File: src/rtl/fetch_stage.sv
// Instruction-fetch stage: owns the PC, addresses the instruction ROM and
// registers the fetched word into the IF/ID pipeline register.
module fetch_stage #(
    parameter logic [31:0] RESET_PC = 32'hBFC00000,
    parameter logic [31:0] ROM_BASE = 32'hBFC00000,
    parameter logic [31:0] ROM_LAST = 32'hBFC00FFC,
    parameter logic [31:0] NOP      = 32'h00000013
) (
    input  logic        clk_i,
    input  logic        rst_ni,
    input  logic        stall_i,
    input  logic        redirect_i,
    input  logic [31:0] redirect_pc_i,
    output logic [31:0] imem_addr_o,
    input  logic [31:0] imem_data_i,
    output logic [31:0] id_instr_o,
    output logic [31:0] id_pc_o,
    output logic [31:0] id_pc_plus4_o,
    output logic        id_valid_o,
    output logic        fetch_fault_o
);

    typedef enum logic [0:0] {
        RUN  = 1'b0,
        HALT = 1'b1
    } state_t;

    state_t      state_r, state_nxt_s;
    logic [31:0] pc_r, pc_nxt_s;
    logic [31:0] instr_nxt_s, idpc_nxt_s, idpc4_nxt_s;
    logic        valid_nxt_s, fault_nxt_s;
    logic [31:0] pc_plus4_s;

    function automatic logic pc_illegal(input logic [31:0] pc);
        return (pc < ROM_BASE) || (pc > ROM_LAST) || (pc[1:0] != 2'b00);
    endfunction

    assign pc_plus4_s  = pc_r + 32'd4;
    assign imem_addr_o = pc_r;

    // Next-state and next IF/ID contents; redirect beats stall, stall beats fetch.
    always_comb begin
        state_nxt_s = state_r;
        pc_nxt_s    = pc_r;
        instr_nxt_s = id_instr_o;
        idpc_nxt_s  = id_pc_o;
        idpc4_nxt_s = id_pc_plus4_o;
        valid_nxt_s = id_valid_o;
        fault_nxt_s = fetch_fault_o;
        if (redirect_i) begin
            state_nxt_s = RUN;
            pc_nxt_s    = redirect_pc_i;
            instr_nxt_s = NOP;
            idpc_nxt_s  = 32'h0;
            idpc4_nxt_s = 32'h0;
            valid_nxt_s = 1'b0;
            fault_nxt_s = 1'b0;
        end else if (stall_i) begin
            state_nxt_s = state_r;
        end else begin
            case (state_r)
                RUN: begin
                    if (pc_illegal(pc_r)) begin
                        state_nxt_s = HALT;
                        instr_nxt_s = NOP;
                        idpc_nxt_s  = 32'h0;
                        idpc4_nxt_s = 32'h0;
                        valid_nxt_s = 1'b0;
                        fault_nxt_s = 1'b1;
                    end else begin
                        pc_nxt_s    = pc_plus4_s;
                        instr_nxt_s = imem_data_i;
                        idpc_nxt_s  = pc_r;
                        idpc4_nxt_s = pc_plus4_s;
                        valid_nxt_s = 1'b1;
                        fault_nxt_s = 1'b0;
                    end
                end
                HALT: begin
                    instr_nxt_s = NOP;
                    idpc_nxt_s  = 32'h0;
                    idpc4_nxt_s = 32'h0;
                    valid_nxt_s = 1'b0;
                    fault_nxt_s = 1'b1;
                end
                default: begin
                    state_nxt_s = HALT;
                    instr_nxt_s = NOP;
                    idpc_nxt_s  = 32'h0;
                    idpc4_nxt_s = 32'h0;
                    valid_nxt_s = 1'b0;
                    fault_nxt_s = 1'b1;
                end
            endcase
        end
    end

    // State, PC and IF/ID register with synchronous reset.
    always_ff @(posedge clk_i) begin
        if (!rst_ni) begin
            state_r       <= RUN;
            pc_r          <= RESET_PC;
            id_instr_o    <= NOP;
            id_pc_o       <= 32'h0;
            id_pc_plus4_o <= 32'h0;
            id_valid_o    <= 1'b0;
            fetch_fault_o <= 1'b0;
        end else begin
            state_r       <= state_nxt_s;
            pc_r          <= pc_nxt_s;
            id_instr_o    <= instr_nxt_s;
            id_pc_o       <= idpc_nxt_s;
            id_pc_plus4_o <= idpc4_nxt_s;
            id_valid_o    <= valid_nxt_s;
            fetch_fault_o <= fault_nxt_s;
        end
    end

endmodule

File: config.mk
export PLATFORM = sky130hd
export DESIGN_NAME = fetch_stage
export DESIGN_NICKNAME = d
export VERILOG_FILES = /design/src/rtl/fetch_stage.sv
export SDC_FILE = /design/constraint.sdc
export NUM_CORES = 1
export LEC_CHECK = 0
export BUFFER_PORTS_ARGS = -buffer_cell sky130_fd_sc_hd__buf_2
export CAP_MARGIN = 40
export CORE_UTILIZATION = 30
export CTS_CLUSTER_DIAMETER = 150
export DETAILED_ROUTE_END_ITERATION = 16
export GPL_TIMING_DRIVEN = 0
export SKIP_LAST_GASP = 1
export SYNTH_ARGS = -nofsm -noshare
export SYNTH_HDL_FRONTEND = slang
export SYNTH_SLANG_ARGS = --single-unit
File: constraint.sdc
create_clock -name clk_i -period 5.5 [get_ports clk_i]
set_input_delay 0.55 -clock clk_i [delete_from_list [all_inputs] [get_ports clk_i]]
set_output_delay 0.55 -clock clk_i [all_outputs]
set_load 0.03 [all_outputs]
==> run metrics, run 1 <==
Slew headroom 0.499; DRC 0; P&R area growth vs syn 37.8%; R2R cell count 6; endpoints failing setup 0; Root Driver clkbuf_16; fin nets 800; Area after DPL 5950 sq um; leakage 0.00288 uW; antenna violations before repair 0; YS warnings 0; vias in the first global route 3945; fillcell total 1565; startpoint types flop; clk slew on worst S/H paths 0.06 ns; commonest non-fill, non-tap cell in the layout buf_2; mean routed wirelength per cell 14.7 um; RePlAce Congestion 0.765; buffer count from post-CTS setup fixing 0; die width 127 um; Hold Vio Cnt, Final 0; setup TNS 0 ns; maximum clock path buffer count 2; Tot GR Track Use 0.174; post_cts resized 0; Design Area, Final 6480 sq um; CP max FO 10; Reg area 2560 sq um; vias 4376; hold_ws 0.346 ns; starting DRC count in detailed routing 150; worst r2r src fetch_fault_o; clk_lat worst skew 0.42 ns; outcome completed; hold path start redirect_pc_i[23]; gr ovfl total 0; CTS HTree Levels 4; Multi-input gate area 1920 sq um; Min-Delay Endpoint imem_addr_o[23]; DP Wirelength 10400 um; Crit Path Class reg2reg; Detail Route Antenna Nets 0; ant diodes 0; Chip Height 127 um; Hold Path Class in2reg; Syn Area/Cell 9.12 sq um; worst hold stages 3; Worst EP arrival 2.75 ns; first-pass GRT wire length 21400 um; Final Power 2140 uW; skew final 0.0109 ns; Via density 4.58; 1st-pass router iterations 4; CTS Buf Count 17; RR Endpoint imem_addr_o[12]; P per Cell Area 331 nW/um^2; Clock Sinks 128; Slew Limit Fails 0; Cells after Synth 516; Tmin final 2.39 ns; final period utilization 0.434; Max Cap Viol 0; R2R setup slack 3.11 ns; RSZ-0062 raised after global routing no; hold buffers post-CTS 0; area of the die 16200 sq um; initial core utilization 0.308; commonest non-fill, non-tap cells in the layout buf_2, dfxtp_1, nand2_1; Worst VDD drop 0.215 mV; sequential fraction of the synthesis area 0.545; Final WS setup 3.11 ns; crit end category flop; core area 15300 sq um; post-synth cell types 33; overall routed net length 14000 um; num rows 45; FMAX 419 MHz; actual slew at the worst max-slew pin 0.751 ns; Placement Setup Slack 3.10 ns; net count after synthesis 585; port bufs 196; ratio of cells with drive above 1 in the final layout 0.327; CTS tree built; Cell Area, Synth 4700 sq um; Synth Register Bits 128; largest net degree at the start of global routing 17; Crit path required time 5.86 ns; Top Ports 198
-- routing by layer --
metal,vias up,global-route usage,share of wire
met5,-,0,0
met4,0,0.0672,0.012
met3,12,0.0595,0.065
met2,148,0.268,0.45
met1,2004,0.224,0.47
li1,2212,-,-
-- report_power, final --
group / switching (uW) / leakage (uW) / total (uW) / internal (uW)
Combinational: 118 / 0.00159 / 181 / 62.7
Sequential: 18.7 / 0.00104 / 963 / 944
Clock: 414 / 0.000255 / 1000 / 586
-- sequential cells by signal, indices dropped and copies added (netlist names) --
signal	flops
id_valid_o	1
id_pc_o	32
imem_addr_o	32
id_pc_plus4_o	30
id_instr_o	32
fetch_fault_o	1
-- cell families (layout without fill, tap and decap cells) --
group                    count (synthesis)  count (layout)  share of synthesized area
AND/OR/NAND/NOR                        203             203                      0.222
flip-flops                             128             128                      0.545
AO/OA/AOI/OAI                           96              96                      0.106
buffers and inverters                   49             277                     0.0463
multiplexers                            22              22                     0.0468
XOR/XNOR                                17              17                     0.0316
adder cells (fa/ha/maj)                  1               1                    0.00266
-- worst max-delay path: stages (launching register included) --
cell      delay, ns
dfxtp_1        0.35
or4b_4         0.53
nor4_2         0.51
nand3_2        0.25
clkbuf_1       0.31
o21ai_0        0.23
o211a_1        0.16
-- cell usage after synthesis --
cell | count | area [sq um]
nand4b_1 | 2 | 17.5
nor2b_1 | 13 | 81.3
clkbuf_1 | 36 | 135
or4_4 | 1 | 11.3
buf_1 | 2 | 7.51
nand2_1 | 76 | 285
xnor2_1 | 11 | 96.3
nand3_2 | 1 | 10.0
a21oi_1 | 72 | 360
nor3_1 | 5 | 25.0
o211a_1 | 1 | 10.0
dfxtp_1 | 128 | 2560
nor4_2 | 4 | 50.1
xor2_1 | 6 | 52.6
ha_1 | 1 | 12.5
nand3_1 | 54 | 270
a31oi_1 | 1 | 6.26
and2_0 | 1 | 6.26
nor4_1 | 4 | 25.0
nand3b_1 | 1 | 7.51
inv_1 | 3 | 11.3
buf_4 | 7 | 52.6
and3_1 | 25 | 156
and4_1 | 3 | 26.3
mux2i_1 | 22 | 220
nand4_1 | 1 | 6.26
or3_1 | 2 | 12.5
nor2_1 | 8 | 30.0
o21ai_0 | 18 | 90.1
buf_6 | 1 | 11.3
nor2_4 | 1 | 11.3
or4b_4 | 1 | 13.8
o31ai_1 | 4 | 30.0
-- how the worst max path moves through the flow --
stage | from | end
final | fetch_fault_o | imem_addr_o[12]
after global routing | fetch_fault_o | imem_addr_o[12]
after CTS | fetch_fault_o | imem_addr_o[12]
after detailed placement | fetch_fault_o | imem_addr_o[12]
after global placement | imem_addr_o[1] | imem_addr_o[12]
after floorplan | imem_addr_o[31] | id_pc_o[10]
-- stage by stage --
step	util	instances
2_1_floorplan	-	516
3_3_place_gp	0.390	923
3_5_place_dp	0.390	923
4_1_cts	0.425	955
5_1_grt	0.425	955
6_report	0.425	955
-- layout make-up --
class,count,area share
multi-input cells,339,0.297
inverters,3,0.00174
clock buffers,19,0.0683
plain buffers,46,0.0318
well taps,211,0.0407
clock inverters,13,0.0139
repair buffers,196,0.151
flip-flops and latches,128,0.395
No activity file was read; power rests on OpenSTA's default activity.
==> run 2, diff against run 1 <==
clock period = 2 ns   (was 5.5 ns; I/O delays follow)
==> run metrics, run 2 (synthesis gave the netlist of run 1 again) <==
Critical Path Stages 6; num rows 45; outcome complete, but fails checks; Worst VDD drop 0.570 mV; starting DRC count in detailed routing 162; CP top delay family simple AND/OR/NAND/NOR gates; vias in the first global route 4074; startpoint types flop; hold_ws 0.0425 ns; first-pass GRT wire length 22100 um; Crit path required time 2.28 ns; leakage 0.00311 uW; Top Ports 198; antenna violations before repair 1; utilization after layout 0.463; Slew Limit Fails 0; RePlAce Congestion 0.832; final period utilization 1.07; core area 15300 sq um; largest net degree at the start of global routing 17; overall routed net length 14700 um; Max Cap Viol 0; maximum clock path buffer count 2; CTS HTree Levels 4; Detail Route Antenna Nets 0; clk slew on worst S/H paths 0.06 ns; RR Endpoint imem_addr_o[6]; crit end category flop; die width 127 um; Critical Path, Cell by Cell or4b_4 > or4_4 > buf_4 > nor4_2 > xnor2_1 > a21oi_1; actual slew at the worst max-slew pin 0.780 ns; area of the die 16200 sq um; setup TNS -4.70 ns; Hold Vio Cnt, Final 0; Clock Sinks 128; Slowest Stage Delay on Critical Path 0.55 ns; FMAX 466 MHz; DRC 0; Via density 4.59; Final WS setup -0.145 ns; Worst EP arrival 2.42 ns; CP startpoint imem_addr_o[0]; worst path bufs/invs 1; end of the critical path imem_addr_o[6]; clk_lat worst skew 0.41 ns; CTS Buf Count 17; mean routed wirelength per cell 15.0 um; P&R area growth vs syn 50.2%; port bufs 196; Area after DPL 5990 sq um; fin nets 825; commonest non-fill, non-tap cell in the layout buf_2; endpoints failing setup 47; skew final 0.00980 ns; Tmin final 2.14 ns; Crit Path Class reg2reg; 1st-pass router iterations 7; vias 4500; DP Wirelength 10400 um; worst hold stages 3; violated checks negative setup slack; ratio of cells with drive above 1 in the final layout 0.391; Tot GR Track Use 0.180; CP max FO 5; Design Area, Final 7070 sq um; initial core utilization 0.308; P per Cell Area 908 nW/um^2; Hold Path Class in2reg; CTS tree built; commonest non-fill, non-tap cells in the layout buf_2, dfxtp_1, nand2_1; Slew headroom 0.480; R2R setup slack -0.14 ns; Root Driver clkbuf_16; RSZ-0062 raised after global routing yes; R2R cell count 6; slowest CP cell or4b_4; gr ovfl total 0; worst r2r src imem_addr_o[0]; Chip Height 127 um
## run 2: cell count changes in the layout (fill, tap and decap cells not counted), moves of 3 or more
cell,change
a21oi_2,+14
nor4_4,+3
nand3_2,+14
buf_8,+3
nand3_1,-15
clkbuf_1,-6
buf_4,+7
a21oi_1,-14
dlygate4sd3_1,+10
buf_6,+7
dfxtp_1,-4
bufinv_16,+3
## run 2: how the worst min path moves through the flow
| stage | start | to | slack (ns) |
|---|---|---|---|
| CTS | redirect_pc_i[1] | imem_addr_o[1] | 0.02 |
| finish | redirect_pc_i[1] | imem_addr_o[1] | 0.04 |
| global placement | redirect_pc_i[22] | imem_addr_o[22] | 0.42 |
| floorplan | rst_ni | imem_addr_o[1] | 0.33 |
| global route | imem_data_i[10] | id_instr_o[10] | 0.04 |
| detailed placement | redirect_pc_i[24] | imem_addr_o[24] | 0.42 |
## run 2: worst register-to-register path, stage by stage, from the launching register on
cell,delay [ns]
dfxtp_4,0.34
or4b_4,0.55
or4_4,0.50
buf_4,0.17
nor4_2,0.23
xnor2_1,0.15
a21oi_1,0.08
## run 2: area by class of cell
| class | instances | area [sq um] |
|---|---|---|
| fill | 1532 | 8190 |
| clock inverter | 13 | 159 |
| antenna | 1 | 2.50 |
| timing repair buffer | 224 | 1260 |
| multi-input combinational | 339 | 2110 |
| inverter | 3 | 11.3 |
| sequential | 128 | 2570 |
| clock buffer | 19 | 464 |
| tap | 211 | 264 |
| buffer | 43 | 223 |
## run 2: repair_timing
| action | CTS | global route |
|---|---|---|
| gates resized for setup | 22 | 36 |
| cloned | 2 | 1 |
| hold buffers | 10 | 0 |
| pin swaps | 9 | 21 |
| setup endpoints to repair | 52 | 65 |
| hold endpoints to repair | 10 | 0 |
| buffers inserted | 8 | 7 |
## run 2: power by group
part,switching (uW),internal (uW),total [uW]
registers,60.0,2600,2660
logic,346,208,555
clock network,1140,2060,3200
total,1550,4870,6410
## run 2: routing by layer
layer | vias to the layer above | track usage | wire length, um
li1 | 2267 | - | -
met1 | 2092 | 0.223 | 6770
met2 | 133 | 0.289 | 6980
met3 | 8 | 0.0595 | 860
met4 | 0 | 0.0714 | 106
met5 | - | 0 | 0
## run 2: per-stage QoR
stage	worst slack [ns]	cells	total power (uW)
detailed placement	-0.253	923	3210
floorplan	-0.0876	516	3010
CTS	-0.113	974	6470
global route	-0.213	980	6650
finish	-0.145	981	6410
global placement	-0.252	923	3210
==> run 3, diff against run 2 <==
CAP_MARGIN = 20   (was 40)
GPL_TIMING_DRIVEN = not set   (was 0)
==> run metrics, run 3 (synthesis gave the netlist of run 1 again) <==
outcome complete, but fails checks; violated checks negative setup slack; area of the die 16200 sq um; starting DRC count in detailed routing 229; clk slew on worst S/H paths 0.06 ns; hold path start redirect_pc_i[12]; Slowest Stage Delay on Critical Path 0.53 ns; commonest non-fill, non-tap cells in the layout buf_2, dfxtp_1, nand2_1; Critical Path, Cell by Cell or4b_4 > or4_4 > buf_4 > nor4_2 > xnor2_1 > a21oi_1; GRT busiest layer met2; final period utilization 1.06; RSZ-0062 raised after global routing yes; Crit path required time 2.29 ns; 1st-pass router iterations 4; setup TNS -3.32 ns; num rows 45; Hold Path Class in2reg; Tot GR Track Use 0.172; CTS HTree Levels 4; Via density 4.60; gr ovfl total 0; clk_lat worst skew 0.41 ns; initial core utilization 0.308; met3 Resource Use GR 0.0603; P&R area growth vs syn 48.3%; startpoint types flop; Hold Vio Cnt, Final 0; Tmin final 2.11 ns; DRC 0; Final WS setup -0.114 ns; FMAX 473 MHz; skew final 0.00927 ns; RR Endpoint imem_addr_o[6]; R2R cell count 6; DP Wirelength 9410 um; Layout Cells excl Fill 953; Placed Cells 905; Clock Sinks 128; maximum clock path buffer count 2; antenna violations before repair 0; fin nets 798; Crit Path Class reg2reg; routing usage on met1 0.213; worst hold stages 2; Detail Route Antenna Nets 0; Max Cap Viol 0; core area 15300 sq um; die width 127 um; Final Power 6580 uW; actual slew at the worst max-slew pin 0.696 ns; GR Util met2 0.278; CTS tree built; crit end category flop; Worst EP arrival 2.40 ns; Worst VDD drop 0.646 mV; CP max FO 6; Chip Height 127 um; largest net degree at the start of global routing 64; first-pass GRT wire length 21500 um; Top Ports 198; RePlAce Congestion 0.771; leakage 0.00312 uW; Min-Delay Endpoint imem_addr_o[12]; Slew Limit Fails 0; mean routed wirelength per cell 14.5 um; slowest CP cell or4b_4; ant diodes 0; ratio of cells with drive above 1 in the final layout 0.399; port bufs 197; vias 4382; Slew headroom 0.536; endpoints failing setup 67; P per Cell Area 943 nW/um^2; R2R setup slack -0.11 ns; hold_ws 0.0235 ns; commonest non-fill, non-tap cell in the layout buf_2; vias in the first global route 4127; CTS Buf Count 17; worst r2r src imem_addr_o[0]; Root Driver clkbuf_16; overall routed net length 13800 um
[run 3: cell types whose count changed in the layout (fill, tap and decap cells not counted), moves of 3 or more]
cell      change
nand3_1       +8
a21oi_2      -12
buf_6         -6
o21ai_0       -3
a21oi_1      +12
o31ai_1       -4
clkbuf_1     -31
nand3_2      -10
buf_4        +14
[run 3: power breakdown]
group | internal [uW] | leakage [uW] | switching [uW]
combinational | 211 | 0.00176 | 355
sequential | 2600 | 0.00104 | 42.3
clock | 2240 | 0.000316 | 1130
[run 3: layout make-up]
cell class                      instances  area [sq um]
Tap cell                              211           264
Inverter                                3          11.3
Clock buffer                           18           439
Multi-Input combinational cell        339          2090
Clock inverter                         14           213
Fill cell                            1530          8280
Timing Repair Buffer                  240          1390
Sequential cell                       128          2570
[run 3: per-layer routing]
layer  up-vias  part of all wire
li1       2208                 -
met5         -                 0
met4         0             0.013
met2       141              0.47
met1      2025              0.45
met3         8             0.067
[run 3: critical path: cells and delay by family (launching register included)]
family | cells | cell delay [ns]
compound gates | 1 | 0.08
flops | 1 | 0.34
buf+inv | 1 | 0.17
xor+xnor | 1 | 0.16
simple gates | 3 | 1.25
[run 3: what timing repair did]
| item | 4_1_cts | 5_1_grt |
|---|---|---|
| pin swaps | 6 | 8 |
| setup endpoints to repair | 47 | 80 |
| hold buffers | 9 | 0 |
| gates resized for setup | 11 | 27 |
| hold endpoints to repair | 9 | 0 |
| cloned | 0 | 1 |
| buffers inserted | 2 | 4 |
[run 3: worst max path at each step]
stage	slack [ns]	start	cells after the start	to
floorplan	-0.09	imem_addr_o[0]	7	id_pc_o[10]
global placement	-0.06	imem_addr_o[0]	6	id_instr_o[25]
detailed placement	-0.09	imem_addr_o[0]	6	id_instr_o[31]
CTS	-0.08	imem_addr_o[0]	6	id_pc_o[2]
global route	-0.19	imem_addr_o[0]	6	imem_addr_o[7]
finish	-0.11	imem_addr_o[0]	6	imem_addr_o[6]
[run 3: metrics by stage]
stage | utilization | cell area [sq um] | worst slack, ns
after floorplan | - | 4740 | -0.0876
after global placement | 0.393 | 5990 | -0.0602
after detailed placement | 0.393 | 5990 | -0.0853
after CTS | 0.445 | 6800 | -0.0848
after global routing | 0.457 | 6980 | -0.189
final | 0.457 | 6980 | -0.114
